<file path="config.mk">
export PLATFORM = sky130hd
export DESIGN_NAME = fifo_ecc_read_port
export DESIGN_NICKNAME = d
export VERILOG_FILES = /design/src/rtl/fifo_ecc_pkg.sv /design/src/rtl/fifo_ecc_read_port_decoder.sv /design/src/rtl/fifo_ecc_read_port.sv
export SDC_FILE = /design/constraint.sdc
export NUM_CORES = 1
export LEC_CHECK = 0
export ABC_CLOCK_PERIOD_IN_PS = 7000
export CAP_MARGIN = 20
export CORE_ASPECT_RATIO = 1.25
export CORE_MARGIN = 10
export CORE_UTILIZATION = 32
export DETAILED_ROUTE_END_ITERATION = 10
export RECOVER_POWER = 25
export SETUP_SLACK_MARGIN = 0.1
export SYNTH_ARGS = -nofsm -noshare
export SYNTH_HDL_FRONTEND = slang
export SYNTH_SLANG_ARGS = --single-unit
</file>
<file path="constraint.sdc">
create_clock -name Clock -period 7 [get_ports Clock]
set_clock_uncertainty 0.2 [all_clocks]
set_input_delay 1.4 -clock Clock [delete_from_list [all_inputs] [get_ports Clock]]
set_output_delay 1.4 -clock Clock [all_outputs]
set_load 0.02 [all_outputs]
</file>
<file path="src/rtl/fifo_ecc_pkg.sv">
// Shared ECC definitions for the FIFO read-side decoder: sizes, check-bit function, position table.
package fifo_ecc_pkg;

    localparam int ECC_NIB = 4;

    typedef enum logic [1:0] {
        SYN_OK,
        SYN_FIX,
        SYN_BAD
    } synStatus_t;

    // Hamming position of data bit i (check bits occupy the powers of two)
    localparam logic [3:0] DATA_POS [8] = '{4'd3, 4'd5, 4'd6, 4'd7, 4'd9, 4'd10, 4'd11, 4'd12};

    function automatic int enc_width(input int dataWidth);
        return dataWidth + dataWidth / 8 * ECC_NIB;
    endfunction

    function automatic logic [3:0] hamming12_check(input logic [7:0] dataByte);
        logic [3:0] chk;
        chk = '0;
        for (int i = 0; i < 8; i++) begin
            for (int k = 0; k < ECC_NIB; k++) begin
                if (DATA_POS[i][k]) begin
                    chk[k] = chk[k] ^ dataByte[i];
                end
            end
        end
        return chk;
    endfunction

endpackage

</file>
<file path="src/rtl/fifo_ecc_read_port_decoder.sv">
// Hamming(12,8) single-byte decoder, purely combinational.
// codeIn = {check nibble, data byte}; flips the data bit named by the syndrome, flags 13..15 as bad.
module ecc_byte_decoder
    import fifo_ecc_pkg::*;
(
    input  logic [11:0] codeIn,
    output logic [7:0]  dataOut,
    output synStatus_t  status
);

    logic [3:0] syndrome;

    always_comb begin
        syndrome = hamming12_check(codeIn[7:0]) ^ codeIn[11:8];
        dataOut  = codeIn[7:0];
        status   = SYN_OK;
        if (syndrome > 4'd12) begin
            status = SYN_BAD;
        end else if (syndrome != 4'd0) begin
            // a syndrome on a check position still counts as a fix, data untouched
            status = SYN_FIX;
            for (int i = 0; i < 8; i++) begin
                if (syndrome == DATA_POS[i]) begin
                    dataOut[i] = ~codeIn[i];
                end
            end
        end
    end

endmodule

</file>
<file path="src/rtl/fifo_ecc_read_port.sv">
// Drains ECC-encoded FIFO words, corrects per byte, delivers on valid/ready with error stats.
// ReadEn -> OutValid in 2 cycles; 2-entry credit-limited buffer holds data stable under backpressure.
module fifo_ecc_read_port
    import fifo_ecc_pkg::*;
#(
    parameter int DATA_WIDTH = 32,
    parameter int CNT_WIDTH  = 16
) (
    input  logic                                 Clock,
    input  logic                                 Reset,
    output logic                                 ReadEn,
    input  logic                                 Empty_,
    input  logic [enc_width(DATA_WIDTH)-1:0]     DataOutEnc,
    output logic [DATA_WIDTH-1:0]                OutData,
    output logic                                 OutValid,
    input  logic                                 OutReady,
    output logic                                 OutCorrected,
    output logic                                 OutUncorrectable,
    output logic [CNT_WIDTH-1:0]                 CorrCount,
    output logic [CNT_WIDTH-1:0]                 UncorrCount,
    output logic                                 Error,
    input  logic                                 ClearErr
);

    localparam int NBYTES = DATA_WIDTH / 8;

    typedef struct packed {
        logic [DATA_WIDTH-1:0] data;
        logic                  corr;
        logic                  uncorr;
    } entry_t;

    synStatus_t            byteStatus [NBYTES];
    logic [DATA_WIDTH-1:0] decData;
    logic [NBYTES-1:0]     byteFix;
    logic [NBYTES-1:0]     byteBad;
    entry_t                decoded;
    entry_t                slot0;
    entry_t                slot1;
    logic [1:0]            count;
    logic [1:0]            occupancy;
    logic                  inFlight;
    logic                  pop;

    for (genvar g = 0; g < NBYTES; g++) begin : genDec
        ecc_byte_decoder uDec (
            .codeIn  ({DataOutEnc[DATA_WIDTH + ECC_NIB*g +: ECC_NIB], DataOutEnc[8*g +: 8]}),
            .dataOut (decData[8*g +: 8]),
            .status  (byteStatus[g])
        );
        assign byteFix[g] = (byteStatus[g] == SYN_FIX);
        assign byteBad[g] = (byteStatus[g] == SYN_BAD);
    end

    assign decoded = '{data: decData, corr: |byteFix, uncorr: |byteBad};

    assign OutValid         = (count != 2'd0);
    assign OutData          = slot0.data;
    assign OutCorrected     = slot0.corr;
    assign OutUncorrectable = slot0.uncorr;
    assign pop              = OutValid && OutReady;

    // Buffered count is taken net of this cycle's departure so a draining
    // consumer sees one word per cycle; the in-flight word still holds a slot.
    assign occupancy = count - {1'b0, pop} + {1'b0, inFlight};
    assign ReadEn    = !Reset && Empty_ && (occupancy < 2'd2);

    always_ff @(posedge Clock) begin
        if (Reset) begin
            inFlight    <= 1'b0;
            count       <= 2'd0;
            slot0       <= '0;
            slot1       <= '0;
            CorrCount   <= '0;
            UncorrCount <= '0;
            Error       <= 1'b0;
        end else begin
            inFlight <= ReadEn;

            case ({pop, inFlight})
                2'b10: begin
                    slot0 <= slot1;
                    count <= count - 2'd1;
                end
                2'b01: begin
                    if (count == 2'd0) begin
                        slot0 <= decoded;
                    end else begin
                        slot1 <= decoded;
                    end
                    count <= count + 2'd1;
                end
                2'b11: begin
                    if (count == 2'd1) begin
                        slot0 <= decoded;
                    end else begin
                        slot0 <= slot1;
                        slot1 <= decoded;
                    end
                end
                default: ;
            endcase

            // statistics follow delivered words, not captured ones
            if (ClearErr) begin
                CorrCount   <= '0;
                UncorrCount <= '0;
                Error       <= 1'b0;
            end else if (pop) begin
                if (slot0.corr && (CorrCount != {CNT_WIDTH{1'b1}})) begin
                    CorrCount <= CorrCount + CNT_WIDTH'(1);
                end
                if (slot0.uncorr && (UncorrCount != {CNT_WIDTH{1'b1}})) begin
                    UncorrCount <= UncorrCount + CNT_WIDTH'(1);
                end
                if (slot0.uncorr) begin
                    Error <= 1'b1;
                end
            end
        end
    end

endmodule
</file>
==> reports/results.ini, run 1 <==
[power_and_ir_drop]
max-vdd-ir-drop_mv=0.2125
powerDensity_mw_per_mm2=344.8
p_leak_nw=2.782
finalPower_mw=2.544

[place]
pre_cts_ws_ps=1543
io_buffers=121
gp_congestion=0.7551
dp.cells=954
dpl.hpwl_mm=10.80
placed_area_mm2=0.007078

[hold_path]
hp-start=Error
min_to=Error
holdCritPathClass=reg2reg
min_delay_path_depth=2

[clock_tree]
htreeDepth=3
cts_tree=built
cts_buffers=9
cts_root_buf=clkbuf_16
post_cts_buffers=0
clkTransAtPathRegs_ps=70
ctsResizeCount=0
cts.hold.buffers_added=0
clock_path_buffers=2
clock_latency_ps=340
clock_sinks=104

[synth]
yosys_warnings=0
synth_nets=695
synth-edff-count=0
synthesis.area_mm2=0.005643
ys_ff_latch=104
syn_avg_cell_area_um2=8.886
async_flop_share_pct=0
yosys.area.top_type=dfxtp_1
synth_area_leaders=dfxtp_1, nor2_1, xor2_1
ys_seq_area_share_pct=36.90
ys_types=42
ys.flop_type=dfxtp_1
synth_top_area_share_pct=36.90
synthCells=635

[route]
antenna_left=0
routed_via_density=5.042
detail_route.wl_per_cell_um=15.63
wl_mm=15.18
drt-pass1-iter-count=4
vias=4896
drcViolationCount=0
drtIter0Drc=202

[timing]
finalSetupTns_ps=0
hold_viol=0
setup_violations=0
fin_hold_ws_ps=241.2
min_period_over_period_pct=77.64
relSlewSlack_pct=-25.23
fmax_ghz=0.1840
finalCriticalPeriod_ps=5435
grt_setup_unrepaired=false
worst_slack_ps=1565
drv_slew=34
worst_pin_slew_ps=1879

[grt]
antenna_found_initial=0
overflow=0
grt_max_degree=74
grtUsageTotal_pct=12.37
grt_pass1_wl_mm=24.30
grt_pass1_vias=4742

[finish]
fin_cells=971
post-route-cell-area_mm2=0.007380
final_layout_size_suffix_gt1_share_pct=4.685
nNetsFinal=802
fill_cells=1726
antennaDiodeCount=0
area_growth_pct=30.78
final_util_pct=42.50

[critical_path]
crit_required_ps=5400
critPathCaptureType=output pin
rrSetupSlack_ps=3960
cp_data_arrival_time_ps=3830
critPathMaxFanout=8
critPathSlowestCell=clkdlybuf4s50_1
reg2reg_to=OutCorrected
reg2reg_depth=8
crit_chain=clkdlybuf4s50_1 -> nor2b_1 -> ha_1 -> nor2_1 -> xnor2_1 -> nor3b_1 -> clkdlybuf4s50_1
path_common_cell=clkdlybuf4s50_1
cpPeakStageDelay_ps=640
r2r-start=count[0]
crit_type=in2out
cp-start-kind=primary input

[run]
maxCapViolCount=1

[status]
failed_checks=max-capacitance violations, max-slew violations
status=finished with violations

[die]
die_h_um=168.5
dieArea_mm2=0.02338
ios=122
start_util_pct=32.50
dieWidth_um=138.8
core_mm2=0.01736
rows=54

## cell usage in the layout (no fill, tap or decap), types with 2 or more instances in the layout
cell type,instances
nand4b_1,4
inv_1,11
nand3_1,15
o211ai_1,4
nand2_1,11
and3_1,5
a221oi_1,33
o21ai_0,4
xnor2_1,44
clkdlybuf4s50_1,81
or3_1,3
nor2b_1,2
xor2_1,47
clkinvlp_4,4
nor4b_1,12
xnor3_1,13
nor3_1,71
buf_4,6
a21o_1,2
a41oi_1,2
and4_1,4
a21oi_1,9
nand4_1,19
clkbuf_16,9
or4_1,4
dfxtp_1,104
nor2_1,136
a21oi_2,2
nor4_1,7
ha_1,7
xor3_1,5
dlygate4sd3_1,39
clkbuf_1,2
mux2i_1,2
xnor2_2,7
nor3b_1,2
## cell families (layout without fill, tap and decap cells)
kind of cell / Yosys count / count (layout) / synth area share, %
AND/OR/NAND/NOR: 297 / 297 / 25.54
XOR/XNOR: 117 / 117 / 23.86
flip-flops: 104 / 104 / 36.90
AO/OA/AOI/OAI: 64 / 64 / 8.758
buffers and inverters: 43 / 155 / 2.860
adder cells (fa/ha/maj): 7 / 7 / 1.552
multiplexers: 3 / 3 / 0.5322
## power by group
| part | internal, mW | total (mW) | switching (mW) |
|---|---|---|---|
| clock network | 0.244 | 0.476 | 0.232 |
| registers | 0.774 | 0.870 | 0.0965 |
| logic | 0.492 | 1.20 | 0.705 |
| total | 1.51 | 2.54 | 1.03 |
## final cells by class
class / count / area [um^2] / share of cell area (%)
tap: 224 / 280.3 / 3.798
clock buffer: 11 / 232.7 / 3.154
inverter: 11 / 41.29 / 0.5595
multi-input combinational: 488 / 3423 / 46.39
clock inverter: 5 / 41.29 / 0.5595
sequential: 104 / 2082 / 28.21
timing repair buffer: 128 / 1279 / 17.33
## cell usage after synthesis, types with 11 or more instances
| cell | count |
|---|---|
| nand2_1 | 11 |
| nor3_1 | 71 |
| dfxtp_1 | 104 |
| clkbuf_1 | 29 |
| a221oi_1 | 33 |
| inv_1 | 11 |
| xor2_1 | 47 |
| nor2_1 | 136 |
| xnor2_1 | 44 |
| a21oi_1 | 11 |
| nand3_1 | 15 |
| xnor3_1 | 13 |
| nand4_1 | 19 |
| nor4b_1 | 12 |
## per-layer routing
metal | vias up | wire [um] | GRT usage (%)
met3 | 14 | 860 | 3.471
met2 | 117 | 7655 | 21.86
met1 | 2301 | 6460 | 14.15
met5 | - | 0 | 0
li1 | 2464 | - | -
met4 | 0 | 202 | 3.726
## worst max path at each step
stage	startpoint	endpoint	slack, ps	cells past startpoint
after floorplan	OutReady	ReadEn	2590	6
after global placement	OutReady	ReadEn	1560	7
after detailed placement	OutReady	ReadEn	1540	7
after CTS	OutReady	ReadEn	1530	7
after global routing	OutReady	ReadEn	1400	7
final	OutReady	ReadEn	1570	7
## registers in the layout, indices dropped and copies added, names as in the netlist
| name | count |
|---|---|
| UncorrCount | 16 |
| CorrCount | 16 |
| OutData | 32 |
| Error | 1 |
| inFlight | 1 |
| slot1 | 34 |
| OutCorrected | 1 |
| OutUncorrectable | 1 |
| count | 2 |
## worst max-delay path, delay by kind of cell
family	cells	cell delay, ps
fa+ha+maj	1	380
buf+inv	2	1110
xor+xnor	1	100
simple gates	3	840
No activity file was read; power rests on OpenSTA's default activity.
==> run 2, diff against run 1 <==
- ABC_CLOCK_PERIOD_IN_PS: 7000 -> 5240
- clock period: 7 -> 5.24 ns (I/O delays scaled with it)
==> reports/results.ini, run 2 (same netlist as run 1, synthesis figures left out) <==
[timing]
fmax_ghz=0.2118
setup_violations=0
hold_viol=0
min_period_over_period_pct=90.11
relSlewSlack_pct=-24.19
grt_setup_unrepaired=false
finalSetupTns_ps=0
finalCriticalPeriod_ps=4722
drv_slew=107
worst_pin_slew_ps=1863

[place]
placed_area_mm2=0.007093
dpl.hpwl_mm=10.88
io_buffers=121
gp_congestion=0.7578

[route]
detail_route.wl_per_cell_um=15.60
routed_via_density=5.000
wl_mm=15.16
drtIter0Drc=258
drcViolationCount=0
antenna_left=0
drt-pass1-iter-count=4
vias=4860

[grt]
grtUsageTotal_pct=12.74
grt_max_degree=73
grt_pass1_vias=4829
overflow=0
antenna_found_initial=0
grt_pass1_wl_mm=25.03

[power_and_ir_drop]
max-vdd-ir-drop_mv=0.2520
p_leak_nw=2.791
powerDensity_mw_per_mm2=469.1
finalPower_mw=3.466

[die]
die_h_um=168.5
start_util_pct=32.50
core_mm2=0.01736
dieWidth_um=138.8
dieArea_mm2=0.02338
ios=122
rows=54

[critical_path]
cp_data_arrival_time_ps=3470
r2r-start=count[1]
reg2reg_depth=9
rrSetupSlack_ps=2040
critPathCaptureType=output pin
crit_type=in2out
critPathMaxFanout=8
reg2reg_to=OutData[29]
crit_required_ps=3990
cp-start-kind=primary input

[finish]
final_layout_size_suffix_gt1_share_pct=4.679
area_growth_pct=30.93
nNetsFinal=803
post-route-cell-area_mm2=0.007388
layout_commonest_cell=nor2_1
largest_register_ffs=34
antennaDiodeCount=0
final_cell_mix=nor2_1, dfxtp_1, clkdlybuf4s50_1, nor3_1, xor2_1
regMostFlops=slot1
final_util_pct=42.55

[status]
status=finished with violations
failed_checks=max-capacitance violations, max-slew violations

[clock_tree]
post_cts_buffers=0
clkTransAtPathRegs_ps=70
cts_root_buf=clkbuf_16
cts.hold.buffers_added=0
ctsResizeCount=0
clock_latency_ps=360
cts_buffers=9
clock_sinks=104
htreeDepth=3
clock_path_buffers=2
cts_tree=built

[hold_path]
hp-start=Error
min_to=Error
min_delay_path_depth=2
holdCritPathClass=reg2reg

[run]
maxCapViolCount=2

==> run 2: changes by cell type in the layout (fill, tap and decap cells not counted) <==
cell,delta
clkinvlp_4,-3
buf_16,-1
buf_2,-1
bufinv_16,+1
clkbuf_1,+1
clkbuf_2,+1
clkdlybuf4s50_1,+1
clkinv_2,+1
dlygate4sd3_1,-1
inv_6,+1
inv_8,+1
==> run 2: worst max-delay path by stage <==
stage	from	end	slack (ps)	cells after the start
5_1_grt	OutReady	ReadEn	360	8
2_1_floorplan	OutReady	ReadEn	1540	6
6_report	OutReady	ReadEn	520	8
4_1_cts	OutReady	ReadEn	790	8
3_5_place_dp	OutReady	ReadEn	800	8
3_3_place_gp	OutReady	ReadEn	820	8
==> run 2: cell type report <==
type                       instances  area (um^2)
fill                            1707         9976
multi-input combinational        488         3423
sequential                       104         2082
timing repair buffer             129         1259
tap                              224        280.3
clock buffer                      10        229.0
clock inverter                     6        73.82
inverter                          11        41.29
==> run 2: power breakdown <==
| part | total, mW | switching, mW | internal (mW) |
|---|---|---|---|
| sequential | 1.17 | 0.131 | 1.03 |
| combinational | 1.59 | 0.944 | 0.648 |
| clock | 0.709 | 0.330 | 0.379 |
| total | 3.47 | 1.41 | 2.06 |
==> run 2: critical path, cell delays in order <==
cell	delay (ps)
dlygate4sd3_1	550
nor2b_1	130
clkbuf_1	320
ha_1	340
nor2_1	170
xnor2_1	110
nor3b_1	180
clkdlybuf4s50_1	630
==> run 2: through the flow <==
step / hold WS, ps / setup slack [ps] / cells
final: 241.1 / 518.5 / 972
after global routing: 259.1 / 363.1 / 972
after CTS: 247.6 / 794.8 / 972
after detailed placement: 238.3 / 799.4 / 956
after global placement: 235.2 / 818.9 / 956
after floorplan: 274.5 / 1537 / 635
==> run 2: layer usage <==
| metal | track usage (%) | share of wire [%] |
|---|---|---|
| met5 | 0 | 0 |
| met4 | 3.680 | 0.95 |
| met3 | 3.331 | 5.0 |
| met2 | 21.91 | 49 |
| met1 | 15.28 | 45 |
==> RTL edit 1: new RTL, config.mk and constraints of run 1 <==
Register the output `CorrCount` once more; this adds one clock of latency there. The other outputs are not delayed to match.
--- a/src/rtl/fifo_ecc_read_port.sv
+++ b/src/rtl/fifo_ecc_read_port.sv
@@ -30,4 +30,6 @@
         logic                  uncorr;
     } entry_t;
+
+    logic [CNT_WIDTH-1:0] CorrCount_s0;
 
     synStatus_t            byteStatus [NBYTES];
@@ -72,5 +74,5 @@
             slot0       <= '0;
             slot1       <= '0;
-            CorrCount   <= '0;
+            CorrCount_s0 <= '0;
             UncorrCount <= '0;
             Error       <= 1'b0;
@@ -104,10 +106,10 @@
             // statistics follow delivered words, not captured ones
             if (ClearErr) begin
-                CorrCount   <= '0;
+                CorrCount_s0 <= '0;
                 UncorrCount <= '0;
                 Error       <= 1'b0;
             end else if (pop) begin
-                if (slot0.corr && (CorrCount != {CNT_WIDTH{1'b1}})) begin
-                    CorrCount <= CorrCount + CNT_WIDTH'(1);
+                if (slot0.corr && (CorrCount_s0 != {CNT_WIDTH{1'b1}})) begin
+                    CorrCount_s0 <= CorrCount_s0 + CNT_WIDTH'(1);
                 end
                 if (slot0.uncorr && (UncorrCount != {CNT_WIDTH{1'b1}})) begin
@@ -121,3 +123,7 @@
     end
 
+    always_ff @(posedge Clock) begin
+        CorrCount <= CorrCount_s0;
+    end
+
 endmodule
Behaviour: not the same (a bounded check fails within 4 cycles, from zero or initial values and one cycle with Reset high).
==> RTL edit 1 against run 1 <==
  * Wire length up 4.4%
  * Largest cell class unchanged
  * Area after synthesis up 6.0%
  * Hold slack worse by 0.065 ns
  * Sequential cell count increased by 16
  * Synthesized cell count increased by 3.1%
  * Final area grew 8.7%
  * Power increased by 19%
  * Largest power group unchanged
  * Worst setup slack worse by 0.12 ns
==> RTL edit 1: results (changes against run 1) <==
Parameter                              Value

Status
  Result of the run    complete, no violations (was complete, but fails checks)

Hold path
  Hold Crit Start    CorrCount_s0[10] (was Error)
  Hold-critical path depth    0 (was 2)

Power and ir drop
  Flop+latch power    972 µW (was 870 µW)
  Pwr Total    3040 µW (was 2540 µW)
  Peak ir drop on the vdd network    0.000180 V (was 0.000213 V)
  Switching power as a share of total power    37.3% (was 40.6%)

Worst setup path
  Critical path startpoint    OutReady (unchanged)
  Critical Path Fanout Max    7 (was 8)
  Slack of the worst reg-to-reg path    3.70 ns (was 3.96 ns)

Global route
  Number of global-route vias before repair    5093 (was 4742)
  Met3 layer usage reported by global route    4.47% (was 3.47%)
  Fraction of met1 tracks used by global routing    15.8% (was 14.2%)
  Pin count of the biggest net entering global routing    73 (was 74)
  Global-route wire length before repair    26200 µm (was 24300 µm)
  Global-route usage over all layers    13.0% (was 12.4%)

Finish
  Count of non-filler cells in the finished layout    1007 (was 971)
  Fraction of final layout cells with drive strength greater than 1    6.42% (was 4.69%)
  Nets    827 (was 802)

Logic synthesis
  Number of warnings reported in the yosys synthesis log    0 (unchanged)
  Multiplexer share of the synthesized area    0.502% (was 0.532%)
  Cell types with the highest counts after synthesis    sky130_fd_sc_hd__nor2_1, sky130_fd_sc_hd__dfxtp_1, sky130_fd_sc_hd__nor3_1 (unchanged)
  Cell types with the largest area share after synthesis    sky130_fd_sc_hd__dfxtp_1, sky130_fd_sc_hd__nor2_1, sky130_fd_sc_hd__xnor2_1 (was sky130_fd_sc_hd__dfxtp_1, sky130_fd_sc_hd__nor2_1, sky130_fd_sc_hd__xor2_1)
  Synthesized-area fraction occupied by ao, oa, aoi and oai cells    7.43% (was 8.76%)
  Synthesized-area fraction occupied by adder cells    1.46% (was 1.55%)
  Syn_nets    715 (was 695)
  Cell count after synthesis    655 (was 635)
  Number of distinct library cell variants in the gate-level netlist after synthesis    42 (unchanged)
  Proportion of synthesized chip area in sequential cells    40.2% (was 36.9%)
  Post-synthesis share of cell area spent on xor and xnor gates    22.9% (was 23.9%)

Placement
  Placed insts    975 (was 954)
  DP Worst Slack    1.46 ns (was 1.54 ns)
  Area post-placement    0.00743 mm² (was 0.00708 mm²)
  DP HPWL    10700 µm (was 10800 µm)
  Routability cong.    0.777 (was 0.755)

STA
  Final worst hold slack    0.176 ns (was 0.241 ns)
  Max-Slew Margin vs Limit    28.3% (was -25.2%)
  Fraction of the cycle the final worst path needs    79.4% (was 77.6%)

Route
  Met1 routed wirelength after detailed routing    7090 µm (was 6460 µm)
  Post-DR vias/cell    5.01 (was 5.04)
  WL/cell    15.7 µm (was 15.6 µm)
  Routed wl met2    7620 µm (was 7660 µm)

Clock network
  TritonCTS Buffers    17 (was 9)
  H-Tree Depth    4 (was 3)
  Clk Latency, worst-skew pair    0.41 ns (was 0.34 ns)
RTL edit 1: critical path, stage by stage:
cell and delay [ns]:
sky130_fd_sc_hd__clkdlybuf4s50_1 0.48, sky130_fd_sc_hd__nor2b_1 0.53, sky130_fd_sc_hd__ha_1 0.38, sky130_fd_sc_hd__nor2_1 0.18, sky130_fd_sc_hd__xnor2_1 0.10, sky130_fd_sc_hd__nor3b_1 0.23, sky130_fd_sc_hd__clkdlybuf4s50_1 0.66
RTL edit 1: final cells by class:
type / count / area [µm²]
fill: 1740 / 10200
multi-input combinational: 492 / 3460
sequential: 120 / 2400
timing repair buffer: 127 / 1270
clock buffer: 21 / 440
tap: 228 / 285
clock inverter: 10 / 123
inverter: 9 / 33.8
RTL edit 1: cell families after synthesis:
family	after synthesis
simple gates	307
mux	3
fa+ha+maj	7
xor+xnor	119
compound gates	56
buf+inv	43
flops	120
RTL edit 1: worst paths after layout:
kind,end
setup / recovery,ReadEn
setup reg to reg,slot1[4]
hold reg to reg,CorrCount[10]
hold / removal,CorrCount[10]
==> RTL edit 2: new RTL, flow settings as in run 1 <==
Made on the original files. Set the parameter `CNT_WIDTH` to 20 (it was 16).
--- a/src/rtl/fifo_ecc_read_port.sv
+++ b/src/rtl/fifo_ecc_read_port.sv
@@ -5,5 +5,5 @@
 #(
     parameter int DATA_WIDTH = 32,
-    parameter int CNT_WIDTH  = 16
+    parameter int CNT_WIDTH  = 20
 ) (
     input  logic                                 Clock,
Interface: changed (resized CorrCount and UncorrCount); port bits go from 122 to 130. The function was not compared with the original's and may differ.
==> RTL edit 2 against run 1 <==
  * Final cell count grew 6.9%
  * Power grew 5.0%
  * Area after synthesis grew 9.6%
  * Worst setup slack gained 0.0018 ns
  * Final area grew 8.6%
  * Wire length grew 13%
  * Sequential cell count grew 8
  * Register-to-register slack gained 0.11 ns
  * Non-clock buffer count grew 8
  * Critical path type unchanged
  * Largest power group unchanged
==> RTL edit 2: results (changes against run 1) <==
Parameter                              Value

Logic synthesis
  Cell types with the highest counts after synthesis    sky130_fd_sc_hd__nor2_1, sky130_fd_sc_hd__dfxtp_1, sky130_fd_sc_hd__xnor2_1 (was sky130_fd_sc_hd__nor2_1, sky130_fd_sc_hd__dfxtp_1, sky130_fd_sc_hd__nor3_1)
  Number of distinct library cell variants in the gate-level netlist after synthesis    51 (was 42)
  Synthesized-area fraction occupied by adder cells    1.42% (was 1.55%)
  Avg Synthesized Cell Area    9.00 µm² (was 8.89 µm²)
  Syn_nets    747 (was 695)
  Cell types with the largest area share after synthesis    sky130_fd_sc_hd__dfxtp_1, sky130_fd_sc_hd__xnor2_1, sky130_fd_sc_hd__nor2_1 (was sky130_fd_sc_hd__dfxtp_1, sky130_fd_sc_hd__nor2_1, sky130_fd_sc_hd__xor2_1)
  Synthesized-area fraction occupied by ao, oa, aoi and oai cells    8.48% (was 8.76%)
  Multiplexer share of the synthesized area    0.486% (was 0.532%)
  Post-synthesis share of cell area spent on xor and xnor gates    23.9% (about the same)
  Proportion of synthesized chip area in sequential cells    36.3% (was 36.9%)

STA
  Max-Slew Margin vs Limit    43.5% (was -25.2%)

Route
  Sum of routed wire length over all layers    17100 µm (was 15200 µm)
  Routed via count    5290 (was 4896)
  Count of routing violations after the opening detailed-route iteration    220 (was 202)
  Number of detailed-route iterations in the first pass    5 (was 4)

Worst setup path
  Cell with the biggest individual delay on the critical path    sky130_fd_sc_hd__clkdlybuf4s50_1 (unchanged)
  Critical Path Fanout Max    6 (was 8)
  Delay of the slowest critical-path stage    0.66 ns (was 0.64 ns)
  Worst Reg-to-Reg Cells    10 (was 8)
  Worst endpoint data arrival time    3.83 ns (about the same)
  Origin of the critical flop-to-flop path    count[1] (was count[0])
  Critical path startpoint    OutReady (unchanged)
  Slack of the worst reg-to-reg path    4.07 ns (was 3.96 ns)

Placement
  Number of buffers added on ports    129 (was 121)
  DP HPWL    12100 µm (was 10800 µm)
  Routability cong.    0.803 (was 0.755)

Finish
  Count of non-filler cells in the finished layout    1038 (was 971)
  Nets    861 (was 802)
  Fraction of final layout cells with drive strength greater than 1    7.20% (was 4.69%)

Clock network
  Clock slew seen by the registers of the worst setup and hold paths    0.07 ns (about the same)
  Number of buffers on the longest clock path    2 (unchanged)
  Root Buffer    sky130_fd_sc_hd__clkbuf_16 (unchanged)

Hold path
  Tightest Hold Check Type    reg -> reg (unchanged)
  Hold-critical path depth    2 (unchanged)
  Hold Crit Start    Error (unchanged)

Power and ir drop
  Cell Int Power    1590 µW (was 1510 µW)
  Reported leakage power    0.00291 µW (was 0.00278 µW)
  Peak ir drop on the vdd network    0.000141 V (was 0.000213 V)

Global route
  Global-route wire length before repair    27500 µm (was 24300 µm)
  Pin count of the biggest net entering global routing    73 (was 74)
  Global-route usage over all layers    13.3% (was 12.4%)
  Antenna violations before repair    2 (was 0)

Status
  Result of the run    complete, no violations (was complete, but fails checks)
## RTL edit 2: cell types whose count changed after synthesis, moves of 6 or more
cell / before / now
sky130_fd_sc_hd__dfxtp_1: 104 / 112
sky130_fd_sc_hd__nand2_1: 11 / 17
sky130_fd_sc_hd__nand4b_1: 4 / 10
sky130_fd_sc_hd__nor2_1: 136 / 153
sky130_fd_sc_hd__nor4_2: 0 / 6
sky130_fd_sc_hd__nor4b_1: 12 / 1
sky130_fd_sc_hd__xnor2_1: 44 / 72
sky130_fd_sc_hd__xnor3_1: 13 / 4
sky130_fd_sc_hd__xor2_1: 47 / 27
## RTL edit 2: final cells by class
cell class | instances | area [µm²]
inverter | 8 | 30.0
multi-input combinational | 534 | 3820
antenna | 1 | 2.50
tap | 232 | 290
sequential | 112 | 2240
clock buffer | 13 | 260
timing repair buffer | 136 | 1360
fill | 1875 | 10900
clock inverter | 2 | 15.0
## RTL edit 2: routing by layer
layer	track usage, %	share of wire (%)	vias up
met2	21.5	46	147
li1	-	-	2653
met4	4.51	1.9	2
met3	3.78	6.9	23
met1	16.4	45	2465
met5	0	0.076	-
## RTL edit 2: per-stage QoR
| step | power [µW] | cell area, µm² | worst slack, ns | hold WS [ns] |
|---|---|---|---|---|
| final | 2670 | 8020 | 1.57 | 0.278 |
| after global routing | 2870 | 8020 | 1.45 | 0.313 |
| after floorplan | 1740 | 6180 | 2.62 | 0.275 |
| after global placement | 2220 | 7710 | 1.67 | 0.249 |
| after CTS | 2740 | 7990 | 1.64 | 0.284 |
| after detailed placement | 2230 | 7710 | 1.66 | 0.266 |
## RTL edit 2: power by group through the flow
stage | clock, µW | sequential (µW) | combinational [µW]
floorplan | 0 | 1040 | 698
global placement | 0 | 935 | 1280
detailed placement | 0 | 936 | 1300
CTS | 515 | 924 | 1300
global route | 539 | 944 | 1380
finish | 492 | 920 | 1260
## RTL edit 2: cell families (layout without fill, tap and decap cells)
| group | after synthesis | in the layout |
|---|---|---|
| AO/OA/AOI/OAI | 67 | 67 |
| multiplexers | 3 | 3 |
| adder cells (fa/ha/maj) | 7 | 7 |
| AND/OR/NAND/NOR | 331 | 331 |
| buffers and inverters | 41 | 159 |
| XOR/XNOR | 126 | 126 |
| other | 0 | 1 |
| flip-flops | 112 | 112 |
## RTL edit 2: worst max-delay path, delay by kind of cell
| kind | cells | cell delay, ns |
|---|---|---|
| XOR/XNOR | 1 | 0.10 |
| buffers and inverters | 2 | 1.22 |
| AND/OR/NAND/NOR | 3 | 0.76 |
| adder cells (fa/ha/maj) | 1 | 0.35 |
## RTL edit 2: worst paths after layout
check	endpoint
hold / removal	Error
setup reg to reg	slot1[7]
hold reg to reg	Error
setup / recovery	ReadEn
